**config.mk**
```make
export PLATFORM = sky130hd
export DESIGN_NAME = gpio_input_debounce
export DESIGN_NICKNAME = d
export VERILOG_FILES = /design/src/rtl/gpio_in_pkg.sv /design/src/rtl/gpio_in_chan.sv /design/src/rtl/gpio_input_debounce.sv
export SDC_FILE = /design/constraint.sdc
export NUM_CORES = 1
export LEC_CHECK = 0
export ABC_CLOCK_PERIOD_IN_PS = 1760
export CORE_MARGIN = 5
export CORE_UTILIZATION = 54
export DETAILED_ROUTE_END_ITERATION = 8
export HOLD_SLACK_MARGIN = 0.12
export PLACE_DENSITY = 0.75
export SLEW_MARGIN = 20
export SYNTH_ARGS = -nofsm -noshare
export SYNTH_HDL_FRONTEND = slang
export SYNTH_HIERARCHICAL = 1
export SYNTH_SLANG_ARGS = --single-unit
```
**constraint.sdc**
```tcl
create_clock -name clk_osc -period 1.76 [get_ports clk_osc]
set_input_delay 0.176 -clock clk_osc [delete_from_list [all_inputs] [get_ports clk_osc]]
set_output_delay 0.176 -clock clk_osc [all_outputs]
set_load 0.1 [all_outputs]
```
**src/rtl/gpio_in_pkg.sv**
```systemverilog
// -----------------------------------------------------------------------------
// gpio_in_pkg
// Shared types and default constants for the GPIO input debouncer.
//   gpio_in_state_e : per-channel debounce FSM state
//   DEB_CNT_DEF     : default stable-sample count (10 ms at 48 MHz)
//   CNT_W_DEF       : default debounce counter width
//   LONG_CNT_DEF    : default long-press threshold (2 s at 48 MHz)
//   pin_to_pressed  : raw pin level -> 1 = pressed, given the pin polarity
// Optional feature macro used by the importing modules: GPIO_IN_LONG_PRESS_EN
// -----------------------------------------------------------------------------
package gpio_in_pkg;

   typedef enum logic [1:0] {
      REL      = 2'd0,
      PRS_PEND = 2'd1,
      PRS      = 2'd2,
      REL_PEND = 2'd3
   } gpio_in_state_e;

   localparam int DEB_CNT_DEF  = 480000;
   localparam int CNT_W_DEF    = 20;
   localparam int LONG_CNT_DEF = 96000000;

   function automatic logic pin_to_pressed(input logic pin, input bit active_low);
      return active_low ? ~pin : pin;
   endfunction

endpackage

```
**src/rtl/gpio_in_chan.sv**
```systemverilog
// -----------------------------------------------------------------------------
// gpio_in_chan
// One debounced GPIO input: 2-flop synchronizer, polarity normalisation,
// debounce FSM with stable-sample counter and registered event strobes.
// With GPIO_IN_LONG_PRESS_EN defined, also a saturating long-press counter
// and a one-shot long_pulse.
//
// Ports
//   clk_osc       in   HFCLK, rising edge
//   reset         in   async, active high
//   gpio_in       in   raw asynchronous pin level
//   pressed       out  debounced level, 1 = pressed
//   press_pulse   out  one cycle on accepted released->pressed
//   release_pulse out  one cycle on accepted pressed->released
//   long_pulse    out  one cycle when held LONG_CNT cycles (macro only)
//
// State      | meaning
// -----------+-----------------------------------------------------------
// REL        | stable released, counter idle at 0
// PRS_PEND   | pressed samples seen, counting towards acceptance
// PRS        | stable pressed, counter idle at 0
// REL_PEND   | released samples seen, counting towards acceptance
// -----------------------------------------------------------------------------
module gpio_in_chan
   import gpio_in_pkg::*;
#(
   parameter int DEB_CNT    = DEB_CNT_DEF,
   parameter int CNT_W      = CNT_W_DEF,
   parameter bit ACTIVE_LOW = 1'b1
`ifdef GPIO_IN_LONG_PRESS_EN
   ,
   parameter int LONG_CNT   = LONG_CNT_DEF
`endif
) (
   input  logic clk_osc,
   input  logic reset,
   input  logic gpio_in,
   output logic pressed,
   output logic press_pulse,
   output logic release_pulse
`ifdef GPIO_IN_LONG_PRESS_EN
   ,
   output logic long_pulse
`endif
);

   // Synchronizer resets to the level an unpressed pin sits at, so a button
   // held through reset is seen as a fresh press afterwards.
   localparam logic             PIN_IDLE = ACTIVE_LOW ? 1'b1 : 1'b0;
   localparam logic [CNT_W-1:0] CNT_ONE  = CNT_W'(1);
   localparam logic [CNT_W-1:0] CNT_LAST = CNT_W'(DEB_CNT - 1);

   logic             sync_q1;
   logic             sync_q2;
   logic             smp;
   gpio_in_state_e   state;
   logic [CNT_W-1:0] cnt;

   always_ff @(posedge clk_osc or posedge reset) begin
      if (reset) begin
         sync_q1 <= PIN_IDLE;
         sync_q2 <= PIN_IDLE;
      end else begin
         sync_q1 <= gpio_in;
         sync_q2 <= sync_q1;
      end
   end

   assign smp = pin_to_pressed(sync_q2, ACTIVE_LOW);

   // Counter holds the number of consecutive samples that disagree with the
   // accepted level; acceptance happens on the DEB_CNT-th such sample, so it
   // tops out at DEB_CNT-1 and cannot wrap.
   always_ff @(posedge clk_osc or posedge reset) begin
      if (reset) begin
         state         <= REL;
         cnt           <= '0;
         pressed       <= 1'b0;
         press_pulse   <= 1'b0;
         release_pulse <= 1'b0;
      end else begin
         press_pulse   <= 1'b0;
         release_pulse <= 1'b0;
         case (state)
            REL: begin
               if (smp) begin
                  state <= PRS_PEND;
                  cnt   <= CNT_ONE;
               end else begin
                  cnt   <= '0;
               end
            end
            PRS_PEND: begin
               if (!smp) begin
                  state <= REL;
                  cnt   <= '0;
               end else if (cnt == CNT_LAST) begin
                  state       <= PRS;
                  cnt         <= '0;
                  pressed     <= 1'b1;
                  press_pulse <= 1'b1;
               end else begin
                  cnt   <= cnt + CNT_ONE;
               end
            end
            PRS: begin
               if (!smp) begin
                  state <= REL_PEND;
                  cnt   <= CNT_ONE;
               end else begin
                  cnt   <= '0;
               end
            end
            REL_PEND: begin
               if (smp) begin
                  state <= PRS;
                  cnt   <= '0;
               end else if (cnt == CNT_LAST) begin
                  state         <= REL;
                  cnt           <= '0;
                  pressed       <= 1'b0;
                  release_pulse <= 1'b1;
               end else begin
                  cnt   <= cnt + CNT_ONE;
               end
            end
            default: begin
               state <= REL;
               cnt   <= '0;
            end
         endcase
      end
   end

`ifdef GPIO_IN_LONG_PRESS_EN
   localparam int                LONG_W    = $clog2(LONG_CNT + 1);
   localparam logic [LONG_W-1:0] LONG_ONE  = LONG_W'(1);
   localparam logic [LONG_W-1:0] LONG_TOP  = LONG_W'(LONG_CNT);
   localparam logic [LONG_W-1:0] LONG_PREV = LONG_W'(LONG_CNT - 1);

   logic [LONG_W-1:0] long_cnt;

   // Counts every cycle the debounced level is pressed (PRS or REL_PEND).
   // Saturation at LONG_CNT is what limits long_pulse to once per press.
   always_ff @(posedge clk_osc or posedge reset) begin
      if (reset) begin
         long_cnt   <= '0;
         long_pulse <= 1'b0;
      end else begin
         long_pulse <= 1'b0;
         if (state == PRS || state == REL_PEND) begin
            if (long_cnt != LONG_TOP) begin
               long_cnt   <= long_cnt + LONG_ONE;
               long_pulse <= (long_cnt == LONG_PREV);
            end
         end else begin
            long_cnt <= '0;
         end
      end
   end
`endif

endmodule

```
**src/rtl/gpio_input_debounce.sv**
```systemverilog
// -----------------------------------------------------------------------------
// gpio_input_debounce
// N_IN independent debounced GPIO inputs. Each bit gets its own
// gpio_in_chan (synchronizer, debounce FSM, counters); channels share only
// clock and reset. All outputs come straight from channel flops.
//
// Parameters
//   N_IN       number of channels, 1..16
//   DEB_CNT    stable samples needed to accept a level change, >= 2
//   CNT_W      debounce counter width, 2^CNT_W > DEB_CNT
//   ACTIVE_LOW 1: pin low = pressed, 0: pin high = pressed
//   LONG_CNT   pressed cycles before long_pulse (GPIO_IN_LONG_PRESS_EN only)
//
// Ports
//   clk_osc       in   HFCLK, rising edge
//   reset         in   async, active high
//   gpio_in       in   [N_IN] raw pin levels
//   pressed       out  [N_IN] debounced level, 1 = pressed
//   press_pulse   out  [N_IN] one-cycle press strobe
//   release_pulse out  [N_IN] one-cycle release strobe
//   long_pulse    out  [N_IN] one-cycle long-press strobe (macro only)
//
// Build option: define GPIO_IN_LONG_PRESS_EN to add long-press detection.
// -----------------------------------------------------------------------------
module gpio_input_debounce
   import gpio_in_pkg::*;
#(
   parameter int N_IN       = 2,
   parameter int DEB_CNT    = DEB_CNT_DEF,
   parameter int CNT_W      = CNT_W_DEF,
   parameter bit ACTIVE_LOW = 1'b1,
   parameter int LONG_CNT   = LONG_CNT_DEF
) (
   input  logic            clk_osc,
   input  logic            reset,
   input  logic [N_IN-1:0] gpio_in,
   output logic [N_IN-1:0] pressed,
   output logic [N_IN-1:0] press_pulse,
   output logic [N_IN-1:0] release_pulse
`ifdef GPIO_IN_LONG_PRESS_EN
   ,
   output logic [N_IN-1:0] long_pulse
`endif
);

   // Reject parameter sets the counters cannot represent.
   if (N_IN < 1 || N_IN > 16 || DEB_CNT < 2 || CNT_W < 1 || CNT_W > 30 ||
       (1 << CNT_W) <= DEB_CNT || LONG_CNT < 1) begin : g_bad_params
      $error("gpio_input_debounce: illegal parameter combination");
   end

   for (genvar i = 0; i < N_IN; i++) begin : g_chan
      gpio_in_chan #(
         .DEB_CNT    (DEB_CNT),
         .CNT_W      (CNT_W),
         .ACTIVE_LOW (ACTIVE_LOW)
`ifdef GPIO_IN_LONG_PRESS_EN
         ,
         .LONG_CNT   (LONG_CNT)
`endif
      ) u_chan (
         .clk_osc       (clk_osc),
         .reset         (reset),
         .gpio_in       (gpio_in[i]),
         .pressed       (pressed[i]),
         .press_pulse   (press_pulse[i]),
         .release_pulse (release_pulse[i])
`ifdef GPIO_IN_LONG_PRESS_EN
         ,
         .long_pulse    (long_pulse[i])
`endif
      );
   end

endmodule
```
# Yosys cells after proc, flatten, opt, wreduce, memory -nomap -nowiden
# Index checks and enable logic that the tools add are counted.
dict set report classes {
  n_addsub 2
  n_eq_ne 24
  muxes 46
  reduce_logical 8
}
# cell count
set op_table {}
lappend op_table {{$pmux W20 S4} 2}
lappend op_table {{$mux W20} 6}
lappend op_table {{$add A20 B1 Y20 const B} 2}
lappend op_table {{$eq A20 B19 Y1 const B} 2}
lappend op_table {{$mux W2} 12}
lappend op_table {{$mux W1} 22}
lappend op_table {{$ne A2 B1 Y1 const B} 8}
lappend op_table {{$pmux W2 S4} 2}
lappend op_table {{$reduce_and A5 Y1} 2}
lappend op_table {{$eq A2 B2 Y1 const B} 4}
lappend op_table {{$ne A2 B2 Y1 const B} 4}
lappend op_table {{$reduce_and A4 Y1} 2}
lappend op_table {{$ne A3 B1 Y1 const B} 2}
lappend op_table {{$ne A3 B3 Y1 const B} 2}
lappend op_table {{$eq A2 B1 Y1 const B} 2}
lappend op_table {{$logic_not A2 Y1} 2}
lappend op_table {{$pmux W1 S2} 2}
lappend op_table {{$reduce_bool A2 Y1} 2}
dict set report word_totals {
  ff_bits 54
  inputBits 4
  output_inout_bits 6
  elab_cells 94
}

# Longest topological paths before layout
dict set report logic_depth {
  word_depth 4
  mapped_depth 7
  depth_no_buf 5
}

# Hierarchy
# Netlist, hierarchy kept.
# mod instances cells_per_inst area_each_um2 seq_area_each_um2
set modules_own_cells {}
lappend modules_own_cells {{gpio_in_chan at g_chan[0].u_chan} 1 123 1302.5 678.2}
lappend modules_own_cells {{gpio_in_chan at g_chan[1].u_chan} 1 124 1242.4 678.2}

# Worst setup path after synthesis
# OpenSTA, ideal clock, no wires.
dict set report synth_path {
  path_type {register to register}
  from {register g_chan[1].u_chan.cnt[15]}
  to {register g_chan[1].u_chan.cnt[10]}
  setup_time_ps 121
  arrival_time_ps 1801
  required_ps 1639
  setup_slack_ps -163
  path_stages_with_launch 7
  path_buffers 2
  path_cell_list {dfrtp_1 -> or4_1 -> nor4_1 -> a211o_1 -> buf_2 -> buf_2 -> nor2_1}
}
dict set report synth_via {
  elab_chain_cells 4
}
# element line
set synth_lines {}
lappend synth_lines {{start, declared} gpio_in_chan.sv:57} ;# logic [CNT_W-1:0] cnt;
lappend synth_lines {{start signal, assigned} gpio_in_chan.sv:103} ;# cnt <= cnt + CNT_ONE;
lappend synth_lines {{start signal, assigned} gpio_in_chan.sv:124} ;# cnt <= cnt + CNT_ONE;
lappend synth_lines {{$eq A20 B19 Y1 *} {gpio_in_chan.sv:97, gpio_in_chan.sv:118}}
lappend synth_lines {{$mux W20 *} {gpio_in_chan.sv:97, gpio_in_chan.sv:118}}
lappend synth_lines {{$mux W20, on equally long branches} {gpio_in_chan.sv:115, gpio_in_chan.sv:94}}
lappend synth_lines {{$pmux W20 S4 *} gpio_in_chan.sv:84} ;# case (state)
# Every way passes the cells marked *; elsewhere a longest branch is shown, timed or not.
# A chain may end at the register's enable or synchronous reset.

# Worst setup path in the final report
dict set report layout_path {
  from {register g_chan[0].u_chan.cnt[8]}
  to {register g_chan[0].u_chan.cnt[4]}
}
dict set report layout_via {
  elab_chain_cells 4
}
# element line
set layout_lines {}
lappend layout_lines {{start, declared} gpio_in_chan.sv:57}
lappend layout_lines {{start signal, assigned} gpio_in_chan.sv:103}
lappend layout_lines {{start signal, assigned} gpio_in_chan.sv:124}
lappend layout_lines {{$eq A20 B19 Y1 *} {gpio_in_chan.sv:97, gpio_in_chan.sv:118}}
lappend layout_lines {{$mux W20 *} {gpio_in_chan.sv:97, gpio_in_chan.sv:118}}
lappend layout_lines {{$mux W20, on equally long branches} {gpio_in_chan.sv:115, gpio_in_chan.sv:94}}
lappend layout_lines {{$pmux W20 S4 *} gpio_in_chan.sv:84}
# Marked as above.

==> flow_metrics.py <==
metrics = {
    "power_and_ir_drop": {
        "p_leak_nw": 1.47,
        "total_power_mw": 2.42,
        "p_sw_frac": 0.207,
        "p_clk_frac": 0.421,
        "pwr-share-seq": 0.526,
        "p_sw_mw": 0.499,
        "internal_power_mw": 1.92,
        "powerDensity_nw_per_um2": 695,
        "peakVddDrop_mv": 0.556,
        "p_comb_frac": 0.053,
    },
    "detailed_routing": {
        "drcViolationCount": 0,
        "vias_per_cell": 5.91,
        "first_pass_iters": 4,
        "drt_iter0_drc": 205,
        "route.antenna.remaining_nets": 0,
        "post_drt_wl_per_cell_um": 18.4,
        "drt_wl_total_um": 6780,
        "vias": 2174,
    },
    "timing": {
        "fin_crit_sh": 1.05,
        "tightestPinTransition_ns": 0.382,
        "setup_slack_ns": -0.0959,
        "rsz0062_at_grt": "yes",
        "setup_violations": 43,
        "drv_slew": 0,
        "period_needed_ns": 1.86,
        "fmaxAchievable_ghz": 0.539,
        "max_slew_margin": 0.743,
        "finalHoldViolCount": 0,
        "fin_tns_setup_ns": -2.60,
        "holdWs_ns": 0.238,
        "clock_skew_ns": 0.00591,
    },
    "critical_path": {
        "worstPathMaxFanout": 9,
        "worstSetupEndpointType": "flop",
        "path_class": "flop to flop",
        "arrival_ns": 2.06,
        "critPathRequiredTime_ns": 1.96,
        "start_kind": "flop",
    },
    "cells_and_area": {
        "diodes": 0,
        "fin_nets": 319,
        "fin_util": 0.746,
        "drive_gt1_frac": 0.363,
        "n_fill_cell": 276,
        "syn_to_final_growth_pct": 36.7,
        "layout_commonest_cell": "buf_4",
        "final_cell_mix": "buf_4 (53), dfrtp_1 (50), nor2_1 (22)",
    },
    "floorplanning": {
        "rows": 25,
        "die_area_sq_um": 6190,
        "core_sq_um": 4660,
        "die_width_um": 78.7,
        "ioPinCount": 10,
        "start_util": 0.546,
        "dieHeight_um": 78.7,
    },
    "clock_network": {
        "path_clk_slew_ns": 0.10,
        "clock_latency_ns": 0.31,
        "clockBufferDepth": 2,
        "clkSinkCount": 54,
        "clockRootBuffer": "clkbuf_8",
        "cts_tree": "done",
        "htreeDepth": 2,
        "numCtsBuffers": 5,
    },
    "synthesis": {
        "synth_flop_cell": "dfrtp_1",
        "synthCells": 247,
        "async_flop_share": 1.00,
        "synth_seq_cells": 54,
        "synth_edf_count": 0,
        "ys_types": 39,
        "syn-num-nets": 253,
        "seq_area_frac_synth": 0.533,
        "netlist_area_sq_um": 2540,
        "postSynthAreaPerCell_sq_um": 10.3,
        "ys_warn_count": 6,
    },
    "global_route": {
        "grt-ovfl-total": 0,
        "grt_pass1_vias": 2100,
        "grt_usage": 0.203,
        "grt_pass1_wl_um": 9920,
        "grt_max_degree": 28,
        "antenna_found_initial": 0,
    },
    "placed_design": {
        "dp_hpwl_um": 3730,
        "port_buffers": 9,
        "dp_slack_ns": -0.122,
        "gp_congestion": 0.846,
    },
    "outcome": {
        "status": "finished with violations",
        "violations": "negative setup slack",
    },
    "hold_path": {
        "hp-class": "primary input to asynchronous set/reset pin",
    },
    "job": {
        "drv_cap": 0,
    },
}
## timing repair
action,CTS,global route
gates cloned,0,4
hold buffers,0,0
hold endpoints to repair,0,0
setup buffers,5,6
endpoints found under the setup margin,44,43
resized for setup,6,42
pin swaps,12,11
## flip-flops by register name, indices dropped and copies added, names as in the netlist, named ones only
| name | flops |
|---|---|
| g_chan.u_chan/release_pulse | 2 |
| g_chan.u_chan/pressed | 2 |
| g_chan.u_chan/sync_q2 | 2 |
| g_chan.u_chan/sync_q1 | 2 |
| g_chan.u_chan/state | 2 |
| g_chan.u_chan/press_pulse | 2 |
| g_chan.u_chan/cnt | 40 |
## critical path: stages, from the launching register on
cell and delay (ns):
dfrtp_1 0.39, or4b_4 0.55, nor4_4 0.27, buf_6 0.17, a211o_4 0.16, clkbuf_16 0.15, nor2_1 0.05
## power by group through the flow
stage | sequential (mW) | combinational (mW) | clock (mW)
after detailed placement | 1.29 | 0.0905 | 0
after global routing | 1.27 | 0.139 | 1.08
after floorplan | 1.29 | 0.0582 | 0
after CTS | 1.27 | 0.0919 | 1.03
after global placement | 1.29 | 0.0873 | 0
final | 1.27 | 0.129 | 1.02
## layer usage
layer  up-vias  GRT usage  wire (um)
met3        10     0.0356        325
met1      1096      0.273       2930
met2        68      0.334       3360
li1       1000          -          -
met5         -          0          0
met4         0     0.0647        153
## cell families (layout without fill, tap and decap cells)
group           after synthesis  count (layout)  synth area share
simple gates                116             116             0.248
flops                        54              54             0.533
fa+ha+maj                     2               2           0.00983
compound gates               31              31            0.0772
xor+xnor                     27              27            0.0929
buf+inv                      15              82            0.0310
mux                           2               2           0.00787
## synth_stat cells (2+ instances only)
library cell | count | share of area
dfrtp_1 | 50 | 0.49
nor2_1 | 37 | 0.055
nand3_1 | 16 | 0.031
xnor2_1 | 16 | 0.055
nand2_1 | 14 | 0.021
a21oi_1 | 11 | 0.022
xor2_1 | 11 | 0.038
inv_1 | 10 | 0.015
nand4_1 | 8 | 0.020
o21ai_0 | 7 | 0.014
or3_1 | 7 | 0.017
or4_1 | 7 | 0.021
nor3_1 | 5 | 0.0098
dfstp_2 | 4 | 0.041
nor4_1 | 4 | 0.0098
o31ai_1 | 4 | 0.012
a211o_1 | 3 | 0.010
and3_1 | 3 | 0.0074
and4_1 | 3 | 0.010
buf_2 | 3 | 0.0059
a21boi_0 | 2 | 0.0059
and4_2 | 2 | 0.0079
ha_1 | 2 | 0.0098
mux2i_1 | 2 | 0.0079
or4b_4 | 2 | 0.011
## per-stage QoR
step / instance area (sq um) / cells
global placement: 2990 / 345
detailed placement: 2990 / 345
CTS: 3190 / 358
finish: 3480 / 368
floorplan: 2580 / 247
global route: 3480 / 368
## final timing paths
kind	startpoint	to	slack [ns]	depth (start not counted)
hold reg to reg	g_chan[0].u_chan/sync_q1$_DFF_PP1_	g_chan[0].u_chan/sync_q2$_DFF_PP1_	0.36	0
setup reg to reg	g_chan[0].u_chan/cnt[8]$_DFF_PP0_	g_chan[0].u_chan/cnt[4]$_DFF_PP0_	-0.1	6
setup / recovery	g_chan[0].u_chan/cnt[8]$_DFF_PP0_	g_chan[0].u_chan/cnt[4]$_DFF_PP0_	-0.1	6
min in group clk_osc	gpio_in[0]	g_chan[0].u_chan/sync_q1$_DFF_PP1_	0.26	1
max in group asynchronous	reset	g_chan[0].u_chan/sync_q1$_DFF_PP1_	1.21	3
hold / removal	reset	g_chan[1].u_chan/cnt[6]$_DFF_PP0_	0.24	3
## area by class of cell
class / instances / area [sq um] / area share
clock inverters: 2 / 60.1 / 0.0173
clock buffers: 6 / 82.6 / 0.0237
repair buffers: 64 / 577 / 0.166
well taps: 54 / 67.6 / 0.0194
multi-input cells: 178 / 1300 / 0.373
inverters: 10 / 37.5 / 0.0108
flip-flops and latches: 54 / 1360 / 0.390
(Power assumes the default switching activity.)
